<file path="src/rtl/usb_cmd_pkg.sv">
// rtl/usb_cmd_pkg.sv - shared framing constants, opcodes and state encodings for the host command path
package usb_cmd_pkg;

  localparam logic [7:0] CMD_HEAD = 8'h53;
  localparam logic [7:0] CMD_TAIL = 8'hCD;
  localparam int         CMD_LEN  = 8;

  localparam logic [7:0] CMD_SETUP_ALL = 8'hA0;
  localparam logic [7:0] CMD_SETUP_ECT = 8'hA1;
  localparam logic [7:0] CMD_SETUP_ERT = 8'hA2;
  localparam logic [7:0] CMD_RST_ALL   = 8'h35;
  localparam logic [7:0] CMD_RST_ECT   = 8'h36;
  localparam logic [7:0] CMD_RST_ERT   = 8'h37;
  localparam logic [7:0] CMD_SLP_ALL   = 8'h11;
  localparam logic [7:0] CMD_SLP_ECT   = 8'h12;
  localparam logic [7:0] CMD_SLP_ERT   = 8'h13;
  localparam logic [7:0] CMD_FREQ_ALL  = 8'h70;
  localparam logic [7:0] CMD_FREQ_ECT  = 8'h71;
  localparam logic [7:0] CMD_FREQ_ERT  = 8'h72;

  localparam int RS_ECT_RST = 3;
  localparam int RS_ERT_RST = 2;
  localparam int RS_ECT_SLP = 1;
  localparam int RS_ERT_SLP = 0;

  typedef enum logic [1:0] {
    S_IDLE = 2'd0,
    S_BODY = 2'd1,
    S_EXEC = 2'd2
  } parser_state_t;

  typedef enum logic [2:0] {
    OP_NONE  = 3'd0,
    OP_SETUP = 3'd1,
    OP_RESET = 3'd2,
    OP_SLEEP = 3'd3,
    OP_FREQ  = 3'd4
  } op_kind_t;

  typedef struct packed {
    op_kind_t kind;
    logic     ect;
    logic     ert;
  } op_dec_t;

  // Opcode -> operation class plus the board(s) it addresses
  function automatic op_dec_t decode_cmd(input logic [7:0] cmd);
    op_dec_t d;
    d = '{kind: OP_NONE, ect: 1'b0, ert: 1'b0};
    case (cmd)
      CMD_SETUP_ALL: d = '{kind: OP_SETUP, ect: 1'b1, ert: 1'b1};
      CMD_SETUP_ECT: d = '{kind: OP_SETUP, ect: 1'b1, ert: 1'b0};
      CMD_SETUP_ERT: d = '{kind: OP_SETUP, ect: 1'b0, ert: 1'b1};
      CMD_RST_ALL:   d = '{kind: OP_RESET, ect: 1'b1, ert: 1'b1};
      CMD_RST_ECT:   d = '{kind: OP_RESET, ect: 1'b1, ert: 1'b0};
      CMD_RST_ERT:   d = '{kind: OP_RESET, ect: 1'b0, ert: 1'b1};
      CMD_SLP_ALL:   d = '{kind: OP_SLEEP, ect: 1'b1, ert: 1'b1};
      CMD_SLP_ECT:   d = '{kind: OP_SLEEP, ect: 1'b1, ert: 1'b0};
      CMD_SLP_ERT:   d = '{kind: OP_SLEEP, ect: 1'b0, ert: 1'b1};
      CMD_FREQ_ALL:  d = '{kind: OP_FREQ,  ect: 1'b1, ert: 1'b1};
      CMD_FREQ_ECT:  d = '{kind: OP_FREQ,  ect: 1'b1, ert: 1'b0};
      CMD_FREQ_ERT:  d = '{kind: OP_FREQ,  ect: 1'b0, ert: 1'b1};
      default:       d = '{kind: OP_NONE,  ect: 1'b0, ert: 1'b0};
    endcase
    return d;
  endfunction

endpackage

</file>
<file path="src/rtl/rst_pulse_gen.sv">
// rtl/rst_pulse_gen.sv - fixed-width active-low board reset pulses with reload and target merge
module rst_pulse_gen #(
  parameter int RST_PULSE = 48
) (
  input  logic       usb_clk,
  input  logic       sys_rst,
  input  logic       load,
  input  logic [1:0] tgt,
  output logic [1:0] pulse_n
);

  localparam int CW = $clog2(RST_PULSE + 1);

  logic [CW-1:0] cnt;
  logic [1:0]    act;

  // A reload during a live pulse widens the target set; all bits release together
  always_ff @(posedge usb_clk or negedge sys_rst) begin
    if (!sys_rst) begin
      cnt <= '0;
      act <= 2'b00;
    end else if (load) begin
      cnt <= CW'(RST_PULSE);
      act <= (cnt != '0) ? (act | tgt) : tgt;
    end else if (cnt != '0) begin
      cnt <= cnt - 1'b1;
      if (cnt == CW'(1)) begin
        act <= 2'b00;
      end
    end
  end

  assign pulse_n = ~act;

endmodule

</file>
<file path="src/rtl/usb_cmd_parser.sv">
// rtl/usb_cmd_parser.sv - frames FX2 command words, validates them and applies board configuration
module usb_cmd_parser
  import usb_cmd_pkg::*;
#(
  parameter int FRM_LEN   = CMD_LEN,
  parameter int TIMEOUT   = 1024,
  parameter int RST_PULSE = 48
) (
  input  logic        usb_clk,
  input  logic        sys_rst,
  input  logic        cmd_valid,
  input  logic [15:0] cmd_word,
  output logic        cmd_ready,
  output logic [3:0]  demod_mode,
  output logic [3:0]  pga_gain,
  output logic [7:0]  demod_chn,
  output logic [15:0] ect_freq,
  output logic [15:0] ert_freq,
  output logic [3:0]  rst_sleep,
  output logic        cfg_update,
  output logic [7:0]  frm_err_cnt
);

  localparam int IW = $clog2(FRM_LEN);
  localparam int TW = $clog2(TIMEOUT + 1);

  parser_state_t state, state_nxt;

  logic [IW-1:0] idx;
  logic [TW-1:0] tmo_cnt;
  logic [7:0]    cmd_q;
  logic [15:0]   w1_q;
  logic [15:0]   w2_q;
  logic          tail_ok_q;
  logic [1:0]    slp;
  logic [1:0]    pulse_n;

  logic    accept;
  logic    hdr_hit;
  logic    last_word;
  logic    tmo_hit;
  logic    err_inc;
  logic    exec_ok;
  logic    pulse_load;
  op_dec_t dec;

  assign cmd_ready = (state != S_EXEC);
  assign accept    = cmd_valid && cmd_ready;
  assign hdr_hit   = (cmd_word[7:0] == CMD_HEAD);
  assign last_word = (idx == IW'(FRM_LEN - 1));
  assign tmo_hit   = (tmo_cnt == TW'(TIMEOUT));
  assign dec       = decode_cmd(cmd_q);

  always_ff @(posedge usb_clk or negedge sys_rst) begin
    if (!sys_rst) begin
      state <= S_IDLE;
    end else begin
      state <= state_nxt;
    end
  end

  // Error sources live in disjoint states, so at most one increment per cycle
  always_comb begin
    state_nxt = state;
    err_inc   = 1'b0;
    exec_ok   = 1'b0;
    unique case (state)
      S_IDLE: begin
        if (accept) begin
          if (hdr_hit) begin
            state_nxt = S_BODY;
          end else begin
            err_inc = 1'b1;
          end
        end
      end
      S_BODY: begin
        if (accept) begin
          if (last_word) begin
            state_nxt = S_EXEC;
          end
        end else if (tmo_hit) begin
          state_nxt = S_IDLE;
          err_inc   = 1'b1;
        end
      end
      S_EXEC: begin
        state_nxt = S_IDLE;
        if (tail_ok_q && (dec.kind != OP_NONE)) begin
          exec_ok = 1'b1;
        end else begin
          err_inc = 1'b1;
        end
      end
      default: state_nxt = S_IDLE;
    endcase
  end

  // Only w1, w2 and the tail byte carry information; reserved words are dropped
  always_ff @(posedge usb_clk or negedge sys_rst) begin
    if (!sys_rst) begin
      idx       <= '0;
      tmo_cnt   <= '0;
      cmd_q     <= 8'h00;
      w1_q      <= 16'h0000;
      w2_q      <= 16'h0000;
      tail_ok_q <= 1'b0;
    end else begin
      if (state == S_IDLE) begin
        tmo_cnt <= '0;
        if (accept && hdr_hit) begin
          cmd_q <= cmd_word[15:8];
          idx   <= IW'(1);
        end
      end else if (state == S_BODY) begin
        if (accept) begin
          tmo_cnt <= '0;
          idx     <= idx + 1'b1;
          if (idx == IW'(1)) begin
            w1_q <= cmd_word;
          end
          if (idx == IW'(2)) begin
            w2_q <= cmd_word;
          end
          if (last_word) begin
            tail_ok_q <= (cmd_word[7:0] == CMD_TAIL);
          end
        end else if (!tmo_hit) begin
          tmo_cnt <= tmo_cnt + 1'b1;
        end
      end
    end
  end

  always_ff @(posedge usb_clk or negedge sys_rst) begin
    if (!sys_rst) begin
      demod_mode  <= 4'h0;
      pga_gain    <= 4'h0;
      demod_chn   <= 8'h00;
      ect_freq    <= 16'h0000;
      ert_freq    <= 16'h0000;
      slp         <= 2'b11;
      cfg_update  <= 1'b0;
      frm_err_cnt <= 8'h00;
    end else begin
      cfg_update <= exec_ok;
      if (err_inc && (frm_err_cnt != 8'hFF)) begin
        frm_err_cnt <= frm_err_cnt + 8'd1;
      end
      if (exec_ok) begin
        case (dec.kind)
          OP_SETUP: begin
            demod_mode <= w1_q[3:0];
            pga_gain   <= w1_q[7:4];
            demod_chn  <= w1_q[15:8];
          end
          OP_FREQ: begin
            if (dec.ect) ect_freq <= w2_q;
            if (dec.ert) ert_freq <= w2_q;
          end
          default: ;
        endcase
        // Setup and reset both wake their target; sleep puts it down
        if ((dec.kind == OP_SETUP) || (dec.kind == OP_RESET)) begin
          if (dec.ect) slp[1] <= 1'b1;
          if (dec.ert) slp[0] <= 1'b1;
        end else if (dec.kind == OP_SLEEP) begin
          if (dec.ect) slp[1] <= 1'b0;
          if (dec.ert) slp[0] <= 1'b0;
        end
      end
    end
  end

  assign pulse_load = exec_ok && (dec.kind == OP_RESET);

  rst_pulse_gen #(
    .RST_PULSE (RST_PULSE)
  ) u_rst_pulse_gen (
    .usb_clk (usb_clk),
    .sys_rst (sys_rst),
    .load    (pulse_load),
    .tgt     ({dec.ect, dec.ert}),
    .pulse_n (pulse_n)
  );

  assign rst_sleep[RS_ECT_RST] = pulse_n[1];
  assign rst_sleep[RS_ERT_RST] = pulse_n[0];
  assign rst_sleep[RS_ECT_SLP] = slp[1];
  assign rst_sleep[RS_ERT_SLP] = slp[0];

endmodule

</file>
<file path="config.mk">
export PLATFORM = sky130hd
export DESIGN_NAME = usb_cmd_parser
export DESIGN_NICKNAME = d
export VERILOG_FILES = /design/src/rtl/usb_cmd_pkg.sv /design/src/rtl/rst_pulse_gen.sv /design/src/rtl/usb_cmd_parser.sv
export SDC_FILE = /design/constraint.sdc
export NUM_CORES = 1
export LEC_CHECK = 0
export CAP_MARGIN = 5
export CORE_AREA = 2 2 107 109
export DETAILED_ROUTE_END_ITERATION = 8
export DIE_AREA = 0 0 109 111
export GPL_TIMING_DRIVEN = 0
export PLACE_DENSITY = 0.85
export SETUP_SLACK_MARGIN = 0.15
export SLEW_MARGIN = 20
export SYNTH_ARGS = -nofsm -noshare
export SYNTH_HDL_FRONTEND = slang
export SYNTH_SLANG_ARGS = --single-unit
</file>
<file path="constraint.sdc">
create_clock -name usb_clk -period 4.6 [get_ports usb_clk]
set_input_delay 0.69 -clock usb_clk [delete_from_list [all_inputs] [get_ports usb_clk]]
set_output_delay 0.69 -clock usb_clk [all_outputs]
set_load 0.01 [all_outputs]
</file>
# Word level (Yosys, flattened, before mapping)
# Index checks and enable logic that the tools add are counted.
# word_totals
ff_bits,124
inputBits,19
output_inout_bits,62
elab_cells,124
# op_classes
add_sub_neg,4
n_eq_ne,37
muxes,35
bitwise,3
n_reduce_logical,27
# ops
operator,count
one-hot mux 5 bit (12 select lines),1
two-way mux 11 bit,4
equality test 8 x 7 -> 1 bit (second input constant),4
equality test 8 bit (second input constant),4
equality test 8 x 5 -> 1 bit (second input constant),3
equality test 8 x 6 -> 1 bit (second input constant),3
AND reduction 4 bit,6
two-way mux 2 bit,11
!= test 2 bit (second input constant),7
two-way mux 3 bit,4
two-way mux 6 bit,2
adder 11 x 1 -> 11 bit (second input constant),1
equality test 11 bit (second input constant),1
two-way mux 1 bit,11
nonzero test 2 bit,5
equality test 3 x 2 -> 1 bit (second input constant),3
AND reduction 3 bit,3
adder 8 x 1 -> 8 bit (second input constant),1
!= test 8 bit (second input constant),1
AND reduction 2 bit,4
equality test 3 x 1 -> 1 bit (second input constant),2
equality test 3 bit (second input constant),2
equality test 6 x 1 -> 1 bit (second input constant),1
!= test 3 bit (second input constant),2
16 further kinds,20

# Depth between registers and ports, before layout
# Gate-level depths: netlist (run 1).
# depth
depth_word,9
depth_mapped,8
ltp_nobuf,7

# Cells and area by module
# From an unflattened synthesis (run 1), not the netlist that was laid out.
# hier_totals
cells_unflattened,432
hier_area_um2,5489.0
# by_module_without_submodules
mod,instances,cells_each,area_per_inst_um2,seq_area_each_um2
usb_cmd_parser,1,384,5018.6,2905.3
rst_pulse_gen,1,48,470.5,200.2

# Worst setup path after synthesis (run 1)
# No wires, ideal clock.
# synth_path
path_type,input-to-reg
startpoint,input cmd_word[2]
endpoint,register cmd_q[3]
setup_time_ns,0.125
arrival_time_ns,2.048
required_ns,4.475
setup_slack_ns,2.427
cell_stages,5
n_path_buf,1
cell_sequence,nor4b_1 nand3_1 nor3_1 clkbuf_1 mux2_2
# synth_via
elab_chain_len,3
# synth_lines
element,line,rtl
from (decl),usb_cmd_parser.sv:12,"input logic [15:0] cmd_word,"
equality test 8 x 7 -> 1 bit,usb_cmd_parser.sv:49,assign hdr_hit = (cmd_word[7:0] == CMD_HEAD);
logical AND 1 bit,usb_cmd_parser.sv:111,if (accept && hdr_hit) begin
AND reduction 2 bit (no source line),n/a,
to (signal assigned),usb_cmd_parser.sv:112,cmd_q <= cmd_word[15:8];
to (decl),usb_cmd_parser.sv:31,logic [7:0] cmd_q;
# No other way between the ends.
# A chain may end at the register's enable or synchronous reset.

# Worst setup path after layout (run 1)
# layout_path
startpoint,input cmd_word[2]
endpoint,register cmd_q[4]
# Same word-level chain as after synthesis.

==> metrics.cfg, run 1 <==
[routing]
vias = 3639
postRouteAntennaNets = 0
drt-wirelength-per-cell_um = 17.3
dr.pass1.iters = 4
avgViaCountPerCell = 5.39
wl_mm = 11.7
drtIter0Drc = 140
drc = 0

[placement]
dp_cells = 645
dp_hpwl_mm = 7.81
gp_congestion = 0.828
port_buffers = 80

[synth]
synth_edf_count = 0
yosysWarnings = 0
synthMuxAreaShare_pct = 19.9
synth_top_family_by_area = multiplexers
synth_seq_cells = 124
synth_flop_cell = dfrtp_1
async_flop_share_pct = 100
seq_area_frac_synth_pct = 57.7
synth_fa_ha_area_share_pct = 2.32
yosysUniqueCellTypes = 56
synthSimpleGateAreaFrac_pct = 11.0
syn_area_per_cell_um2 = 12.8
synthCells = 421
synth-xor-area-share_pct = 1.79
syn_area_um2 = 5390
syn_nets = 450
synth_compound_area_share_pct = 5.20

[floorplanning]
die_area_um2 = 12100
io-pin-count = 81
rows = 39
die_h_um = 111
dieWidth_um = 109
core_um2 = 11100
initial_core_util_pct = 48.6

[timing]
slew_viol_final = 0
setup_viol_count_final = 0
finClkSkew_ns = 0.00831
rsz0062_at_grt = no
fin_crit_sh_pct = 61.2
post-route-min-period_ns = 2.82
max_slew.worst_pin.slew_ns = 0.533
fmax_mhz = 355
max_slew_margin_pct = 64.2
hold_viol = 0

[clock_tree]
max-clock-path-buffers = 2
root_buffer = clkbuf_16
cts_buffers = 17
clock_latency_ns = 0.40
cts_max_level = 4
postCtsHoldBufs = 0
post_cts_buffers = 0
clock-sinks = 124
cts.clk_slew.worst_paths_ns = 0.05
cts_tree = built
ctsResizeCount = 0

[final_layout]
area_delta_synth_final_pct = 28.9
antenna_cells = 0
drive_gt1_share_pct = 26.9
fillers = 804
final_cells = 675
layout.nets = 550

[critical_path]
crit_required_ns = 4.88
reg2reg_depth = 6
crit_path_max_fanout = 10
cp-start-kind = input port
endpoint_kind = flip-flop
criticalPathCategory = in -> reg
crit_arrival_ns = 3.09

[global_route]
grt_pass1_vias = 3764
use_met3_pct = 5.53
grt_max_degree = 81
grt_util_met2_pct = 34.2
grtUsageMet1_pct = 26.5
grt_antenna_before_repair = 0
top_usage_layer = met2
grt_pass1_wl_mm = 19.2
grt_usage_pct = 20.7
gr-total-overflow = 0

[pwr]
leakage_nw = 3.35
power.density_nw_per_um2 = 440
power_mw = 3.05
ir_drop_v = 0.000395

[run_status]
status = finished clean

[hold_path]
min_path_type = in -> async

[job]
drv_cap = 0

state kept, by name (all words and copies together), names as in the netlist:
name,flops
ert_freq,16
demod_chn,8
pga_gain,4
w2_q,16
tail_ok_q,1
cfg_update,1
u_rst_pulse_gen.cnt,6
w1_q,16
frm_err_cnt,8
demod_mode,4
slp,2
ect_freq,16
tmo_cnt,11
state,2
u_rst_pulse_gen.act,2
idx,3
cmd_q,8
area by class of cell:
cell class                 count  area (um^2)  area share (%)
tap                          143          179            2.58
sequential                   124         3110            44.7
multi-input combinational    273         2170            31.2
clock inverter                 8         95.1            1.37
inverter                      12         45.0           0.649
buffer                        12         67.6           0.973
timing repair buffer          81          830            11.9
clock buffer                  22          454            6.54
critical path, cell delays in order:
cell and delay, ns:
clkdlybuf4s50_1 0.49, nor4b_1 0.39, nand3_1 0.19, nor3_1 0.45, clkbuf_1 0.48, mux2_2 0.40
kinds of logic after synthesis:
logic type / Yosys count
compound gates: 46
xor+xnor: 11
fa+ha+maj: 10
buf+inv: 24
flops: 124
mux: 92
simple gates: 114
per-stage QoR:
stage                     hold slack (ns)  setup slack (ns)  setup TNS, ns  instance area (um^2)  utilization (%)
after floorplan                     0.394              2.43              0                  5390                -
after global placement              0.478             -1.62        -197.09                  6360             57.5
after detailed placement            0.488              1.49              0                  6390             57.7
after CTS                           0.216              1.85              0                  6940             62.7
after global routing                0.227              1.65              0                  6940             62.7
final                               0.208              1.78              0                  6940             62.7
cell usage in the layout, fill, tap and decap left out, types with 3 or more instances in the layout:
| master | count |
|---|---|
| xnor2_1 | 3 |
| clkbuf_1 | 8 |
| nor3_1 | 6 |
| clkdlybuf4s50_1 | 79 |
| inv_1 | 12 |
| a21oi_1 | 6 |
| nor2_1 | 23 |
| nor4_1 | 3 |
| o21ai_0 | 23 |
| nand3_1 | 8 |
| dfrtp_1 | 122 |
| mux2_2 | 81 |
| nand2b_1 | 3 |
| ha_1 | 10 |
| xor2_1 | 8 |
| mux2_4 | 10 |
| and3_1 | 7 |
| clkinv_2 | 4 |
| nand2_1 | 38 |
| buf_6 | 3 |
| clkbuf_16 | 17 |
| buf_2 | 6 |
power breakdown:
part / internal, mW / leakage (nW) / switching (mW)
clock network: 0.801 / 0.266 / 0.452
logic: 0.235 / 1.41 / 0.185
registers: 1.25 / 1.68 / 0.130
synth_stat cells (4+ instances only):
cell | number | area share (%)
clkbuf_1 | 4 | 0.28
nand3_1 | 8 | 0.74
nor3_1 | 6 | 0.56
buf_2 | 6 | 0.56
o21ai_0 | 23 | 2.1
ha_1 | 10 | 2.3
xor2_1 | 8 | 1.3
a21oi_1 | 6 | 0.56
nor2_1 | 23 | 1.6
dfrtp_1 | 122 | 57
nand2_1 | 38 | 2.6
mux2_2 | 81 | 17
mux2_4 | 10 | 2.8
and3_1 | 7 | 0.81
inv_1 | 12 | 0.84
layer usage:
metal | vias to the layer above | wire length [um]
met2 | 94 | 6060
met3 | 10 | 476
met4 | 0 | 114
met5 | - | 0
li1 | 1684 | -
met1 | 1851 | 5040
worst paths after layout:
kind / slack [ns] / start / end
setup / recovery: 1.78 / cmd_word[2] / cmd_q[4]$_DFFE_PN0P_
hold / removal: 0.21 / sys_rst / ect_freq[10]$_DFFE_PN0P_
setup reg to reg: 2.19 / cmd_q[3]$_DFFE_PN0P_ / frm_err_cnt[1]$_DFFE_PN0P_
hold reg to reg: 0.49 / frm_err_cnt[5]$_DFFE_PN0P_ / frm_err_cnt[5]$_DFFE_PN0P_
max in group asynchronous: 3.67 / sys_rst / frm_err_cnt[2]$_DFFE_PN0P_
min in group usb_clk: 0.49 / frm_err_cnt[5]$_DFFE_PN0P_ / frm_err_cnt[5]$_DFFE_PN0P_
No activity file was read; power rests on OpenSTA's default activity.
==> inputs of run 2 (changes only) <==
--- a/config.mk
+++ b/config.mk
@@ -6,11 +6,11 @@
 export NUM_CORES = 1
 export LEC_CHECK = 0
 export CAP_MARGIN = 5
-export CORE_AREA = 2 2 107 109
+export CORE_AREA = 2 2 108 110
 export DETAILED_ROUTE_END_ITERATION = 8
-export DIE_AREA = 0 0 109 111
+export DIE_AREA = 0 0 110 112
 export GPL_TIMING_DRIVEN = 0
-export PLACE_DENSITY = 0.85
+export PLACE_DENSITY = 0.86
 export SETUP_SLACK_MARGIN = 0.15
 export SLEW_MARGIN = 20
 export SYNTH_ARGS = -nofsm -noshare
==> constraint.sdc (replaced) <==
create_clock -name usb_clk -period 2.5 [get_ports usb_clk]
set_input_delay 0.375 -clock usb_clk [delete_from_list [all_inputs] [get_ports usb_clk]]
set_output_delay 0.375 -clock usb_clk [all_outputs]
set_load 0.01 [all_outputs]
==> run 2 against run 1 <==
Effect of this change: critical path type is now reg -> reg; total power grew 92%; largest cell class unchanged; clock-buffer cell count shrank 1; routed wire length grew 2.1%.
==> metrics.cfg, run 2 (same netlist as run 1, synthesis figures left out) <==
[global_route]
grt_antenna_before_repair = 0
grt_usage_pct = 20.9
gr-total-overflow = 0
grt_pass1_wl_mm = 19.7
grt_max_degree = 66
grt_pass1_vias = 3923

[job]
drv_cap = 0

[timing]
setup_viol_count_final = 0
tns_ns = 0
rsz0062_at_grt = yes
worst_slack_ns = 0.212
finClkSkew_ns = 0.00735
hold_ws_ns = 0.501
slew_viol_final = 0
hold_viol = 0
fin_crit_sh_pct = 91.5
max_slew_margin_pct = 63.1
fmax_mhz = 437
max_slew.worst_pin.slew_ns = 0.554
post-route-min-period_ns = 2.29

[placement]
preCtsSetupSlack_ns = -0.219
gp_congestion = 0.829
dp_hpwl_mm = 7.79
dp_cells = 645
port_buffers = 80
dpl_cell_area_um2 = 6390

[pwr]
ir_drop_v = 0.000589
power_mw = 5.87
power.density_nw_per_um2 = 832
p_sw_share_pct = 25.4
switchingPower_mw = 1.49
p_int_mw = 4.38
pwr-share-clk_pct = 43.1
power_frac_seq_pct = 43.3
leakage_nw = 3.43
p_comb_share_pct = 13.6

[final_layout]
antenna_cells = 0
drive_gt1_share_pct = 28.6
area_delta_synth_final_pct = 31.1
final_cells = 678
design_area_um2 = 7060
layout.nets = 552
finalCoreUtilization_pct = 63.2
layout_commonest_cell = dfrtp_1
final_cell_mix = dfrtp_1, mux2_2, clkdlybuf4s50_1

[routing]
drc = 0
wl_mm = 11.9
avgViaCountPerCell = 5.44
dr.pass1.iters = 4
drtIter0Drc = 171
vias = 3691
postRouteAntennaNets = 0
drt-wirelength-per-cell_um = 17.6

[hold_path]
min_path_type = in -> async

[floorplanning]
rows = 39
die_area_um2 = 12300
core_um2 = 11200
initial_core_util_pct = 48.2
die_h_um = 112
io-pin-count = 81
dieWidth_um = 110

[clock_tree]
cts.clk_slew.worst_paths_ns = 0.06
cts_buffers = 17
clock_latency_ns = 0.41
clock-sinks = 124
cts_max_level = 4
max-clock-path-buffers = 2
cts_tree = built
root_buffer = clkbuf_16

[critical_path]
criticalPathCategory = reg -> reg
crit_arrival_ns = 2.59
cp-start-kind = flip-flop
crit_path_max_fanout = 8
crit_required_ns = 2.80
endpoint_kind = flip-flop

[run_status]
status = finished clean

[run 2: cell types whose count changed in the layout (fill, tap and decap cells not counted), sizes merged]
| cell | previous run | this run |
|---|---|---|
| buf | 10 | 11 |
| bufinv | 2 | 3 |
| clkbuf | 26 | 25 |
| clkinvlp | 2 | 3 |
| dlygate4sd3 | 0 | 1 |
[run 2: worst paths after layout]
check	startpoint	endpoint	slack [ns]	depth (start not counted)
setup / recovery	cmd_q[3]$_DFFE_PN0P_	frm_err_cnt[1]$_DFFE_PN0P_	0.21	6
setup reg to reg	cmd_q[3]$_DFFE_PN0P_	frm_err_cnt[1]$_DFFE_PN0P_	0.21	6
hold reg to reg	frm_err_cnt[7]$_DFFE_PN0P_	frm_err_cnt[7]$_DFFE_PN0P_	0.50	1
hold / removal	sys_rst	ect_freq[13]$_DFFE_PN0P_	0.50	2
max in group asynchronous	sys_rst	slp[1]$_DFFE_PN1P_	1.24	3
min in group usb_clk	frm_err_cnt[7]$_DFFE_PN0P_	frm_err_cnt[7]$_DFFE_PN0P_	0.50	1
[run 2: what timing repair did]
action,in CTS,in global routing
setup buffers,0,1
hold endpoints to repair,59,0
gates resized for setup,1,8
pin swaps,0,0
hold buffers,1,0
setup endpoints to repair,1,43
[run 2: power by group through the flow]
stage | clock network [mW] | registers, mW | logic (mW)
floorplan | 0 | 2.53 | 0.441
global placement | 0 | 2.54 | 0.728
detailed placement | 0 | 2.57 | 0.785
CTS | 2.55 | 2.54 | 0.804
global route | 2.65 | 2.59 | 0.887
finish | 2.53 | 2.54 | 0.799
[run 2: cell type report]
class                      count  area, um^2
tap                          143         179
clock buffer                  21         470
multi-input combinational    273        2200
timing repair buffer          83         847
inverter                      12        45.0
sequential                   124        3110
buffer                        12        70.1
clock inverter                10         140
fill                         827        4120
[run 2: worst max-delay path, cell delays in order, from the launching register on]
cell and delay (ns):
dfrtp_1 0.40, or4b_4 0.56, or2_2 0.33, o22ai_2 0.22, a221o_1 0.20, buf_6 0.14
mux2_2 0.33
[run 2: layer usage]
layer / part of all wire (%) / vias up / routed length [um] / global-route usage [%]
met1: 41 / 1883 / 4920 / 25.7
met3: 4.9 / 15 / 584 / 6.50
met5: 0 / - / 0 / 0
li1: - / 1683 / - / -
met2: 52 / 110 / 6210 / 34.4
met4: 1.9 / 0 / 231 / 7.43
